<file path="src/rtl/reg_serial_reader.sv">
// reg_serial_reader
// Parallel-in / serial-out reader for the register datapath. A word is
// captured on an accepted Start and shifted out MSB-first, one bit per wCLK
// cycle, with BitValid marking frame bits and a one-cycle Done pulse after the
// last bit. Hold freezes every register, including the outputs.
//
// Build option: define PARITY_EN to append an even-parity bit (XOR of the
// captured word) as an extra final frame bit. With PARITY_EN undefined the
// frame is exactly WIDTH bits and no parity logic exists.
module reg_serial_reader #(
    parameter int WIDTH = 8
) (
    input  logic                         wCLK,
    input  logic                         Reset,
    input  logic                         Hold,
    input  logic                         Start,
    input  logic [WIDTH-1:0]             DataIn,
    output logic                         SerOut,
    output logic                         BitValid,
    output logic                         Busy,
    output logic                         Done,
    output logic [$clog2(WIDTH+1)-1:0]   BitCount
);

    localparam int CW = $clog2(WIDTH+1);

`ifdef PARITY_EN
    // Parity bit occupies index WIDTH, so the frame is one bit longer.
    localparam int LAST_IDX = WIDTH;
`else
    localparam int LAST_IDX = WIDTH - 1;
`endif

    typedef enum logic [1:0] {
        S_IDLE  = 2'd0,
        S_SHIFT = 2'd1,
        S_DONE  = 2'd2
    } state_e;

    state_e           state_q;
    logic [WIDTH-1:0] shreg_q;
    logic [CW-1:0]    bitcnt_q;
    logic             serout_q;
    logic             bitvalid_q;
    logic             busy_q;
    logic             done_q;

`ifdef PARITY_EN
    logic             parity_q;

    // Even parity of a captured word: XOR of all its bits.
    function automatic logic even_parity(input logic [WIDTH-1:0] word);
        return ^word;
    endfunction
`endif

    // Single FSM: state, shift register, counter and all registered outputs.
    always_ff @(posedge wCLK or posedge Reset) begin
        if (Reset) begin
            state_q    <= S_IDLE;
            shreg_q    <= '0;
            bitcnt_q   <= '0;
            serout_q   <= 1'b0;
            bitvalid_q <= 1'b0;
            busy_q     <= 1'b0;
            done_q     <= 1'b0;
`ifdef PARITY_EN
            parity_q   <= 1'b0;
`endif
        end else if (!Hold) begin
            case (state_q)
                // IDLE and DONE both accept a new capture; DONE-to-SHIFT gives
                // back-to-back frames with no idle cycle in between.
                S_IDLE, S_DONE: begin
                    if (Start) begin
                        state_q    <= S_SHIFT;
                        shreg_q    <= DataIn;
                        bitcnt_q   <= '0;
                        serout_q   <= DataIn[WIDTH-1];
                        bitvalid_q <= 1'b1;
                        busy_q     <= 1'b1;
                        done_q     <= 1'b0;
`ifdef PARITY_EN
                        parity_q   <= even_parity(DataIn);
`endif
                    end else begin
                        state_q    <= S_IDLE;
                        bitcnt_q   <= '0;
                        serout_q   <= 1'b0;
                        bitvalid_q <= 1'b0;
                        busy_q     <= 1'b0;
                        done_q     <= 1'b0;
                    end
                end

                // Start and DataIn are ignored while a frame is in flight.
                S_SHIFT: begin
                    if (bitcnt_q == CW'(LAST_IDX)) begin
                        state_q    <= S_DONE;
                        bitcnt_q   <= '0;
                        serout_q   <= 1'b0;
                        bitvalid_q <= 1'b0;
                        busy_q     <= 1'b0;
                        done_q     <= 1'b1;
                    end else begin
                        shreg_q  <= {shreg_q[WIDTH-2:0], 1'b0};
                        bitcnt_q <= bitcnt_q + CW'(1);
`ifdef PARITY_EN
                        // After the last data bit the parity bit goes out.
                        if (bitcnt_q == CW'(WIDTH-1)) begin
                            serout_q <= parity_q;
                        end else begin
                            serout_q <= shreg_q[WIDTH-2];
                        end
`else
                        serout_q <= shreg_q[WIDTH-2];
`endif
                    end
                end

                default: begin
                    state_q    <= S_IDLE;
                    bitcnt_q   <= '0;
                    serout_q   <= 1'b0;
                    bitvalid_q <= 1'b0;
                    busy_q     <= 1'b0;
                    done_q     <= 1'b0;
                end
            endcase
        end else begin
            // Hold: every register keeps its value.
            state_q <= state_q;
        end
    end

    assign SerOut   = serout_q;
    assign BitValid = bitvalid_q;
    assign Busy     = busy_q;
    assign Done     = done_q;
    assign BitCount = bitcnt_q;

endmodule

</file>
<file path="config.mk">
export PLATFORM = sky130hd
export DESIGN_NAME = reg_serial_reader
export DESIGN_NICKNAME = d
export VERILOG_FILES = /design/src/rtl/reg_serial_reader.sv
export SDC_FILE = /design/constraint.sdc
export NUM_CORES = 1
export LEC_CHECK = 0
export BUFFER_PORTS_ARGS = -buffer_cell sky130_fd_sc_hd__buf_4
export CORE_MARGIN = 2
export CORE_UTILIZATION = 40
export DETAILED_ROUTE_END_ITERATION = 7
export GPL_TIMING_DRIVEN = 1
export PLACE_DENSITY = 0.66
export SLEW_MARGIN = 20
export SYNTH_ARGS = -nofsm -noshare
export SYNTH_HDL_FRONTEND = slang
export SYNTH_SLANG_ARGS = --single-unit
</file>
<file path="constraint.sdc">
create_clock -name wCLK -period 1.6 [get_ports wCLK]
set_input_delay 0.16 -clock wCLK [delete_from_list [all_inputs] [get_ports wCLK]]
set_output_delay 0.16 -clock wCLK [all_outputs]
set_load 0.01 [all_outputs]
</file>
---- Word level (Yosys, flattened, before mapping) ----
Cells that the tools add are included.
storage, ports and cells
  register bits ........................... 16
  bits in latches ......................... 0
  bits in writable memories ............... 0
  ROM bits ................................ 0
  output and inout bits ................... 8
  logic and storage cells ................. 35
  memories kept ........................... 0
operators by class
  $add $sub $neg .......................... 1
  multipliers ............................. 0
  div/mod/pow operators ................... 0
  magnitude comparators ................... 0
  eq/ne operators ......................... 6
  shift operators ......................... 0
  mux-type cells .......................... 16
  bitwise gates (word level) .............. 1
  reductions and logical operators ........ 5
operator list
  cell                                                             number
  7-bit two-way mux                                                2
  7-bit case mux with 2 select lines                               1
  4-bit two-way mux                                                2
  1-bit two-way mux                                                7
  2-bit inequality test, second input constant                     3
  4-bit by 1-bit adder with 4-bit output, second input constant    1
  4-bit by 3-bit == test with 1-bit output, second input constant  1
  1-bit case mux with 2 select lines                               2
  2-bit case mux with 2 select lines                               1
  4-bit AND reduction                                              1
  2-bit by 1-bit == test with 1-bit output, second input constant  1
  2-bit == test, second input constant                             1
  2-bit logical NOT                                                1
  2-bit two-way mux                                                1
  2-bit AND reduction                                              1
  2-bit nonzero test                                               1
  2-bit OR reduction                                               1
  1-bit NOT                                                        1

---- Logic depth before layout (Yosys ltp) ----
Gate-level depths: netlist of the first run.
  word-level depth ........................ 4
  gate-level depth with buffers ........... 5
  gate-level depth less buffers ........... 4

---- Worst setup path before layout of the first run ----
Ideal clock, no wire load.
  path type ............................... reg-to-reg
  from .................................... register bitcnt_q[0], in the netlist BitCount[0]
  to ...................................... register shreg_q[1]
  data arrival time ....................... 1.664 ns
  required time ........................... 1.475 ns
  slack ................................... -0.189 ns
  cell stages (with the launch flop) ...... 6
  buffers on the path ..................... 1
  cell sequence ........................... dfrtp_1 > ha_1 > and3b_1 > buf_2 > o31ai_4 > mux2_2
between the ends
  word-level cells in the longest chain between the ends .. 3
RTL lines
  item                                      line  text
  start: declaration                        42    logic [CW-1:0] bitcnt_q;
  start signal: assignment                  107   bitcnt_q <= bitcnt_q + CW'(1);
  4-bit by 3-bit == test with 1-bit output  98    if (bitcnt_q == CW'(LAST_IDX)) begin
  2-bit inequality test (no source line)    --
  4-bit AND reduction (no source line)      --
  end signal: assignment                    77    shreg_q <= DataIn;
  end signal: assignment                    106   shreg_q <= {shreg_q[WIDTH-2:0], 1'b0};
  end: declaration                          41    logic [WIDTH-1:0] shreg_q;
No other way between the ends.
A chain may end at the register's enable or synchronous reset.

---- Worst setup path after layout of the first run ----
Ends and elaborated chain as after synthesis.

==> run metrics, run 1 <==
outcome=finished, final reports clean; number of buffer and inverter instances along the worst setup path=1; Worst slew margin=64.78%; DRC violation total after the first TritonRoute iteration=6; total number of placement rows=15; Vert. Die Dim=46.63 um; Syn-to-layout area delta=44.58%; clock network power share=20.1%; DP Wirelength=1136 um; total gr overflow=0; global-route wire length before repair=2339 um; Max Freq=626.1 MHz; final estimated routing congestion in global placement=0.7854; clock slew seen by the registers of the worst setup and hold paths=0.09 ns; GR Util All Layers=15.68%; fraction of final layout cells with drive strength greater than 1=58.06%; post-synth net total=74; clock skew after layout=0.003110 ns; LEAKAGE=0.5122 nW; number of max-slew violations in the final report=0; pin count of the biggest net entering global routing=15; Final Instance Area=0.001051 sq mm; most frequent cells in the layout=sky130_fd_sc_hd__buf_4 (29), sky130_fd_sc_hd__dfrtp_1 (14), sky130_fd_sc_hd__mux2_2 (11); number of flops mapped to enable cells by yosys=0; family with the most delay on the worst path=flip-flops; power share of the sequential group=41.8%; Longest Clk Path Bufs=2; cell area after synthesis=726.9 sq um; H-tree levels=1; top flip-flop cell by instance count after synthesis=sky130_fd_sc_hd__dfrtp_1; crit path cell chain=ha_2 -> and3b_2 -> o31ai_4 -> buf_6 -> mux2_2; number of synthesized register bits=14; met2 routing resource usage after global routing=24.17%; slowest CP cell=sky130_fd_sc_hd__dfrtp_1; Max VDD drop=854.0 uV; fin crit share=99.82%; proportion of total power due to net switching=29.35%; Util after Layout=60.87%; kind of end point of the critical path=flip-flop; Num CTS Buffers=3; Setup Viol. Count Final=0; final layout net count=107; area after detailed placement=975.9 sq um; Startpoint Class=flip-flop; Chip Width=46.63 um; critical path fanouts, max=7; count of maximum capacitance violations=0; most common cell after layout, fill and taps aside=sky130_fd_sc_hd__buf_4; classification of the worst-slack hold path=input port to flip-flop; data arrival time of the critical path=1.77 ns; number of failing hold endpoints at the final stage=0; number of distinct library cells after synthesis=26; final antenna-violating net count=0; CTS tree=done; clock root buffer master=sky130_fd_sc_hd__clkbuf_4; total power density per cell area=1222 mW/mm^2; Skew-Pair Late Insertion Delay=0.28 ns; DRC errors left=0; count of mapped cells out of synthesis=61; area enclosed by the die boundary=0.002174 sq mm; warning count from the yosys run=0; mean instance size in the synthesized netlist=11.92 sq um; Internal Dissipation=0.9072 mW; critical path start-end classification=flip-flop to flip-flop; Post-Place Cells=113; I/O pin cnt=20; via count of the first global-routing pass=528; Least-Margin Pin Slew=0.5278 ns; fin cells=118; first-pass iteration count of the detailed router=4; post-layout minimum cycle time=1.597 ns; most congested layer reported by global routing=met2; Synth async-reset ratio=100.0%; Required @ worst endpoint=1.77 ns; Avg WL per Cell=12.85 um; Starting Density=42.10%; aggregate routed wire length=1516 um; Logic pwr share=38.1%; net switching power=0.3769 mW; global routing usage on met1=21.74%; total design power=1.284 mW; sequential cell area fraction in the yosys report=48.19%; clock sink total=14; number of antenna repair diodes=0; core box area=0.001727 sq mm; vias per std cell=4.992; antenna violations before repair=0; via count=589; crit-path max cell delay=0.41 ns; number of buffer cells added on primary ports=19; met3 Use GR=3.529%; RSZ-0062 raised after global routing=yes
## metrics by stage
step	hold WS, ns	setup WS [ns]	TNS [ns]
3_3_place_gp	0.2443	-0.01820	-0.08699
5_1_grt	0.1113	-0.03999	-0.1779
3_5_place_dp	0.2420	-0.05662	-0.2834
4_1_cts	0.1136	0.002358	0
6_report	0.1142	0.002926	0
2_1_floorplan	0.04922	-0.1680	-0.9651
## registers in the layout, indices dropped and copies added (netlist names)
signal	count
Done	1
Busy	1
SerOut	1
BitCount	4
shreg_q	7
## layer usage
| metal | part of all wire (%) | up-vias | routed length [um] |
|---|---|---|---|
| li1 | - | 284 | - |
| met1 | 48 | 278 | 734 |
| met2 | 44 | 25 | 671 |
| met3 | 6.0 | 2 | 91 |
| met4 | 1.3 | 0 | 19 |
| met5 | 0 | - | 0 |
## cells in the mapped netlist (2+ instances only)
library cell	instances	area, sq um
sky130_fd_sc_hd__dfrtp_1	14	350.3
sky130_fd_sc_hd__mux2_2	12	135.1
sky130_fd_sc_hd__nand2_1	4	15.01
sky130_fd_sc_hd__inv_1	3	11.26
sky130_fd_sc_hd__o21ai_0	3	15.01
sky130_fd_sc_hd__buf_2	2	10.01
sky130_fd_sc_hd__nand2b_1	2	12.51
sky130_fd_sc_hd__nand3_1	2	10.01
sky130_fd_sc_hd__nor4b_1	2	17.52
## final cells by class
type	instances	area [sq um]
clock buffer	4	36.28
inverter	3	11.26
multi-input combinational	40	371.6
sequential	14	350.3
tap	25	31.28
fill	151	675.6
timing repair buffer	32	250.2
## power by group through the flow
stage          logic [mW]  registers (mW)  clock network (mW)
4_1_cts             0.471           0.535               0.260
3_5_place_dp        0.463           0.543                   0
6_report            0.489           0.537               0.259
2_1_floorplan       0.264           0.550                   0
5_1_grt             0.531           0.551               0.276
3_3_place_gp        0.455           0.535                   0
## timing repair
action / CTS / global route
endpoints found under the hold margin: 14 / 0
resized for setup: 2 / 4
pin swaps: 3 / 1
setup buffers: 1 / 0
hold buffers: 1 / 0
endpoints found under the setup margin: 6 / 8
## final timing paths
path                       cells after the start          end         from  slack (ns)
setup / recovery                               5   shreg_q[1]  BitCount[0]       0.003
hold / removal                                 2       SerOut    DataIn[7]        0.11
setup reg to reg                               5   shreg_q[1]  BitCount[0]       0.003
hold reg to reg                                1   shreg_q[3]   shreg_q[3]        0.52
max in group asynchronous                      3         Busy        Reset        0.77
min in group asynchronous                      3  BitCount[2]        Reset        0.48
## logic make-up after synthesis
group                    count (synthesis)  synth area share (%)
flip-flops                              14                 48.19
multiplexers                            13                 19.97
adder cells (fa/ha/maj)                  1                 1.721
AND/OR/NAND/NOR                         15                 12.39
buffers and inverters                    7                 4.475
AO/OA/AOI/OAI                           11                 13.25
Note: power is estimated with default switching activity, not from simulation.
==> run 2, diff against run 1 <==
--- a/config.mk
+++ b/config.mk
@@ -6,11 +6,12 @@
 export NUM_CORES = 1
 export LEC_CHECK = 0
 export BUFFER_PORTS_ARGS = -buffer_cell sky130_fd_sc_hd__buf_4
+export CAP_MARGIN = 0
 export CORE_MARGIN = 2
 export CORE_UTILIZATION = 40
 export DETAILED_ROUTE_END_ITERATION = 7
 export GPL_TIMING_DRIVEN = 1
-export PLACE_DENSITY = 0.66
+export PLACE_DENSITY = 0.62
 export SLEW_MARGIN = 20
 export SYNTH_ARGS = -nofsm -noshare
 export SYNTH_HDL_FRONTEND = slang
==> constraint.sdc (replaced) <==
create_clock -name wCLK -period 1.7 [get_ports wCLK]
set_input_delay 0.17 -clock wCLK [delete_from_list [all_inputs] [get_ports wCLK]]
set_output_delay 0.17 -clock wCLK [all_outputs]
set_load 0.01 [all_outputs]
==> run metrics, run 2 (synthesized netlist as in run 1, its figures left out) <==
final layout net count=104; antenna violations before repair=0; least setup slack across all paths after layout=0.1105 ns; clock slew seen by the registers of the worst setup and hold paths=0.09 ns; Starting Density=42.10%; Avg WL per Cell=12.17 um; count of maximum capacitance violations=0; crit-path max cell delay=0.39 ns; met3 Use GR=4.706%; Final Instance Area=0.001005 sq mm; critical path startpoint=BitCount[1]; total gr overflow=0; final antenna-violating net count=0; global routing usage on met1=21.34%; via count of the first global-routing pass=485; sum of negative setup slack=0 ns; clock sink total=14; Syn-to-layout area delta=38.21%; H-tree levels=1; number of failing hold endpoints at the final stage=0; LEAKAGE=0.4837 nW; aggregate routed wire length=1399 um; number of antenna repair diodes=0; critical path start-end classification=flip-flop to flip-flop; area enclosed by the die boundary=0.002174 sq mm; Startpoint Class=flip-flop; Skew-Pair Late Insertion Delay=0.28 ns; first-pass iteration count of the detailed router=4; most congested layer reported by global routing=met2; data arrival time of the critical path=1.76 ns; GR Util All Layers=15.48%; crit path cell chain=ha_2 -> and3b_2 -> o31ai_4 -> buf_6 -> mux2_2; Max VDD drop=611.9 uV; DRC violation total after the first TritonRoute iteration=3; I/O pin cnt=20; Max Freq=629.1 MHz; Least-Margin Pin Slew=0.5539 ns; outcome=finished, final reports clean; fraction of final layout cells with drive strength greater than 1=54.44%; Setup Viol. Count Final=0; post-layout minimum cycle time=1.589 ns; Num CTS Buffers=3; vias per std cell=4.817; via count=554; RSZ-0062 raised after global routing=no; most common cell after layout, fill and taps aside=sky130_fd_sc_hd__buf_4; Util after Layout=58.19%; kind of end point of the critical path=flip-flop; clock root buffer master=sky130_fd_sc_hd__clkbuf_4; number of buffer cells added on primary ports=19; core box area=0.001727 sq mm; clock skew after layout=0.004581 ns; area after detailed placement=945.9 sq um; fin crit share=93.50%; Worst slew margin=63.03%; top register by number of flip-flops=shreg_q; Hold Slack=0.1092 ns; Longest Clk Path Bufs=2; Place WS=0.04428 ns; CTS tree=done; pin count of the biggest net entering global routing=15; DRC errors left=0; final estimated routing congestion in global placement=0.7189; critical path fanouts, max=7; Vert. Die Dim=46.63 um; total number of placement rows=15; Chip Width=46.63 um; DP Wirelength=1067 um; number of max-slew violations in the final report=0; Required @ worst endpoint=1.87 ns; max FFs per register=7; critical hold path startpoint=DataIn[0]; Reg2Reg Launch Point=BitCount[1]; global-route wire length before repair=2256 um; most frequent cells in the layout=sky130_fd_sc_hd__buf_4 (27), sky130_fd_sc_hd__dfrtp_1 (14), sky130_fd_sc_hd__mux2_2 (11); slowest CP cell=sky130_fd_sc_hd__dfrtp_1; classification of the worst-slack hold path=input port to flip-flop; met2 routing resource usage after global routing=22.22%; total power density per cell area=1168 mW/mm^2
==> run 2: final cells by class <==
type	count	area, sq um
flip-flops and latches	14	350.3
repair buffers	29	224.0
multi-input cells	40	351.6
clock buffers	4	36.28
fillers	154	721.9
well taps	25	31.28
inverters	3	11.26
==> run 2: path summary, 6_finish.rpt <==
kind,slack (ns),end,depth (start not counted)
hold reg to reg,0.52,shreg_q[1],1
setup reg to reg,0.11,shreg_q[1],5
hold / removal,0.11,shreg_q[0],3
setup / recovery,0.11,shreg_q[1],5
min in group asynchronous,0.49,BitCount[3],3
max in group asynchronous,0.84,BitCount[0],3
==> run 2: worst max-delay path, delay by kind of cell (launching register included) <==
family / cells / cell delay, ns
AO/OA/AOI/OAI: 1 / 0.17
adder cells (fa/ha/maj): 1 / 0.19
buffers and inverters: 1 / 0.16
flip-flops: 1 / 0.39
multiplexers: 1 / 0.33
AND/OR/NAND/NOR: 1 / 0.23
==> run 2: repair_timing <==
item,in CTS,in global routing
endpoints found under the setup margin,0,5
setup buffers,0,1
hold buffers,1,0
endpoints found under the hold margin,14,0
resized for setup,0,2
==> run 2: metal layers <==
layer / up-vias / part of all wire, % / routed length [um]
met4: 0 / 2.1 / 29
met5: - / 0 / 0
li1: 275 / - / -
met3: 4 / 4.9 / 69
met2: 16 / 45 / 634
met1: 259 / 48 / 666
==> run 2: through the flow <==
step	total power, mW	instances
after floorplan	0.7659	61
after detailed placement	0.9334	109
after global placement	0.9222	109
after global routing	1.257	115
after CTS	1.182	114
final	1.174	115
==> run 2: power breakdown <==
group          leakage [nW]  switching [mW]  total, mW  internal, mW
clock                0.0210           0.111      0.241         0.130
combinational         0.286           0.162      0.427         0.265
sequential            0.177          0.0637      0.506         0.442
==> run 3, diff against run 2 <==
--- a/config.mk
+++ b/config.mk
@@ -5,13 +5,14 @@
 export SDC_FILE = /design/constraint.sdc
 export NUM_CORES = 1
 export LEC_CHECK = 0
+export ABC_AREA = 1
 export BUFFER_PORTS_ARGS = -buffer_cell sky130_fd_sc_hd__buf_4
 export CAP_MARGIN = 0
 export CORE_MARGIN = 2
 export CORE_UTILIZATION = 40
 export DETAILED_ROUTE_END_ITERATION = 7
 export GPL_TIMING_DRIVEN = 1
-export PLACE_DENSITY = 0.62
+export PLACE_DENSITY = 0.61
 export SLEW_MARGIN = 20
 export SYNTH_ARGS = -nofsm -noshare
 export SYNTH_HDL_FRONTEND = slang
==> run metrics, run 3 <==
first-pass iteration count of the detailed router=1; number of failing hold endpoints at the final stage=0; Max VDD drop=849.8 uV; Final Instance Area=943.4 sq um; aggregate routed wire length=1497 um; total power density per cell area=1378 mW/mm^2; most frequent cell after synthesis=sky130_fd_sc_hd__nand2_1; area enclosed by the die boundary=0.002253 sq mm; global-route wire length before repair=2442 um; Chip Width=47.47 um; power share of the sequential group=43.4%; count of mapped cells out of synthesis=99; number of buffer cells added on primary ports=19; endpoint with the worst hold slack=SerOut; I/O pin cnt=20; Synth area leader=sky130_fd_sc_hd__dfrtp_1; fin crit share=77.99%; Post-Place Cells=141; post-layout minimum cycle time=1.326 ns; via count=673; Startpoint Class=flip-flop; setup slack of the worst register-to-register path=0.37 ns; kind of end point of the critical path=flip-flop; clock root buffer master=sky130_fd_sc_hd__clkbuf_4; area occupied by multi-input gates=352.8 sq um; pin count of the biggest net entering global routing=15; vias per std cell=4.641; most frequent cells in the layout=sky130_fd_sc_hd__nand2_1 (50), sky130_fd_sc_hd__buf_4 (19), sky130_fd_sc_hd__dfrtp_1 (14); final antenna-violating net count=0; fin cells=145; total number of placement rows=15; least setup slack across all paths after layout=0.3741 ns; number of max-slew violations in the final report=0; Max Freq=754.2 MHz; final layout net count=135; Synth async-reset ratio=100.0%; Syn-to-layout area delta=24.83%; Vert. Die Dim=47.47 um; CTS tree=done; number of cells traversed by the worst register-to-register path=7; final estimated routing congestion in global placement=0.7894; Logic pwr share=42.7%; sequential cell area fraction in the yosys report=46.36%; sum of negative setup slack=0 ns; terminus of the critical flop-to-flop path=shreg_q[2]; clock skew after layout=0.004682 ns; warning count from the yosys run=0; DRC violation total after the first TritonRoute iteration=0; number of antenna repair diodes=0; proportion of total power due to net switching=40.31%; critical hold path startpoint=Hold; Reg2Reg Launch Point=Busy; cell area after synthesis=755.7 sq um; total gr overflow=0; number of distinct library cells after synthesis=17; Critical Path Most Common Cell=sky130_fd_sc_hd__nand2_1; classification of the worst-slack hold path=input port to flip-flop; Longest Clk Path Bufs=2; DP Wirelength=1147 um; total design power=1.300 mW; H-tree levels=1; top flip-flop cell by instance count after synthesis=sky130_fd_sc_hd__dfrtp_1; CTS resizes=0; Setup Viol. Count Final=0; slowest CP cell=sky130_fd_sc_hd__dfrtp_1; RSZ-0062 raised after global routing=no; GR Util All Layers=16.07%; Skew-Pair Late Insertion Delay=0.27 ns; LEAKAGE=0.5331 nW; core box area=0.001745 sq mm; Place WS=0.3823 ns; outcome=finished, final reports clean; clock network power share=13.9%; ranking of synthesized cells by instance count=sky130_fd_sc_hd__nand2_1 (50), sky130_fd_sc_hd__dfrtp_1 (14), sky130_fd_sc_hd__nand3_1 (9); clock slew seen by the registers of the worst setup and hold paths=0.08 ns; family with the most delay on the worst path=simple AND/OR/NAND/NOR gates; Internal Dissipation=0.7761 mW; crit-path max cell delay=0.41 ns; count of maximum capacitance violations=0; crit path cell chain=inv_2 -> nor2_4 -> inv_1 -> nand2_1 -> nand2_1 -> nand2_1 -> nand2_1; Num CTS Buffers=3; Avg WL per Cell=10.32 um; clock sink total=14; via count of the first global-routing pass=601; Least-Margin Pin Slew=0.5492 ns; area after detailed placement=910.9 sq um; critical path start-end classification=flip-flop to flip-flop; area share of the largest cell type after synthesis=46.36%; number of buffer and inverter instances along the worst setup path=2; most common cell after layout, fill and taps aside=sky130_fd_sc_hd__nand2_1; mean instance size in the synthesized netlist=7.634 sq um; fraction of final layout cells with drive strength greater than 1=25.00%; Util after Layout=54.05%; Worst Hold Path Cells=3; leading post-synthesis cells by cell area=sky130_fd_sc_hd__dfrtp_1 (46%), sky130_fd_sc_hd__nand2_1 (25%), sky130_fd_sc_hd__nand3_1 (6.0%), sky130_fd_sc_hd__nand3_4 (4.6%), sky130_fd_sc_hd__inv_1 (3.5%); Required @ worst endpoint=1.86 ns; fillers=187; number of flops mapped to enable cells by yosys=0; combined flip-flop and latch cell area=350.3 sq um; top register by number of flip-flops=shreg_q; Starting Density=43.30%; Hold Slack=0.1396 ns; max FFs per register=7; DRC errors left=0; antenna violations before repair=0; data arrival time of the critical path=1.49 ns; post-synth net total=112; net switching power=0.5241 mW; critical path fanouts, max=13; Worst slew margin=63.35%; number of synthesized register bits=14
[run 3: changes by cell type after synthesis, moves of 3 or more]
cell                      previous run  this run
sky130_fd_sc_hd__a21oi_1             0         3
sky130_fd_sc_hd__inv_1               3         7
sky130_fd_sc_hd__mux2_2             12         0
sky130_fd_sc_hd__nand2_1             4        50
sky130_fd_sc_hd__nand3_1             2         9
sky130_fd_sc_hd__o21ai_0             3         0
[run 3: what timing repair did]
item / 4_1_cts / 5_1_grt
hold buffers: 1 / 0
buffers inserted: 0 / 0
endpoints found under the hold margin: 14 / 0
[run 3: area by class of cell]
type                            instances  share of cell area [%]
Multi-Input combinational cell         74                   37.40
Sequential cell                        14                   37.14
Timing Repair Buffer                   20                   16.18
Inverter                                9                   3.581
Tap cell                               25                   3.316
Clock buffer                            3                   2.387
[run 3: kinds of logic after synthesis]
| kind of cell | count (synthesis) | synth area share, % |
|---|---|---|
| compound gates | 4 | 2.648 |
| fa+ha+maj | 1 | 1.655 |
| buf+inv | 11 | 6.955 |
| flops | 14 | 46.36 |
| simple gates | 69 | 42.38 |
[run 3: per-layer routing]
layer / global-route usage, % / share of wire (%) / vias to the layer above
li1: - / - / 357
met1: 19.00 / 46 / 304
met2: 26.49 / 49 / 10
met3: 3.396 / 2.9 / 2
met4: 10.00 / 1.5 / 0
met5: 0 / 0 / -
[run 3: how the worst max path moves through the flow]
stage | start | endpoint | slack, ns | depth (start not counted)
CTS | Busy | shreg_q[2] | 0.36 | 7
finish | Busy | shreg_q[2] | 0.37 | 7
global placement | Busy | shreg_q[6] | 0.39 | 7
detailed placement | Done | shreg_q[2] | 0.38 | 6
floorplan | BitCount[1] | shreg_q[1] | 0.51 | 6
global route | Busy | shreg_q[2] | 0.25 | 7
[run 3: worst register-to-register path: stages (launching register included)]
cell	delay, ns
sky130_fd_sc_hd__dfrtp_1	0.41
sky130_fd_sc_hd__inv_2	0.07
sky130_fd_sc_hd__nor2_4	0.28
sky130_fd_sc_hd__inv_1	0.21
sky130_fd_sc_hd__nand2_1	0.10
sky130_fd_sc_hd__nand2_1	0.06
sky130_fd_sc_hd__nand2_1	0.06
sky130_fd_sc_hd__nand2_1	0.05
[run 3: power groups by stage]
stage | registers, mW | logic, mW | clock network [mW]
2_1_floorplan | 0.577 | 0.387 | 0
3_3_place_gp | 0.566 | 0.566 | 0
3_5_place_dp | 0.569 | 0.563 | 0
4_1_cts | 0.564 | 0.566 | 0.187
5_1_grt | 0.584 | 0.630 | 0.204
6_report | 0.565 | 0.555 | 0.181
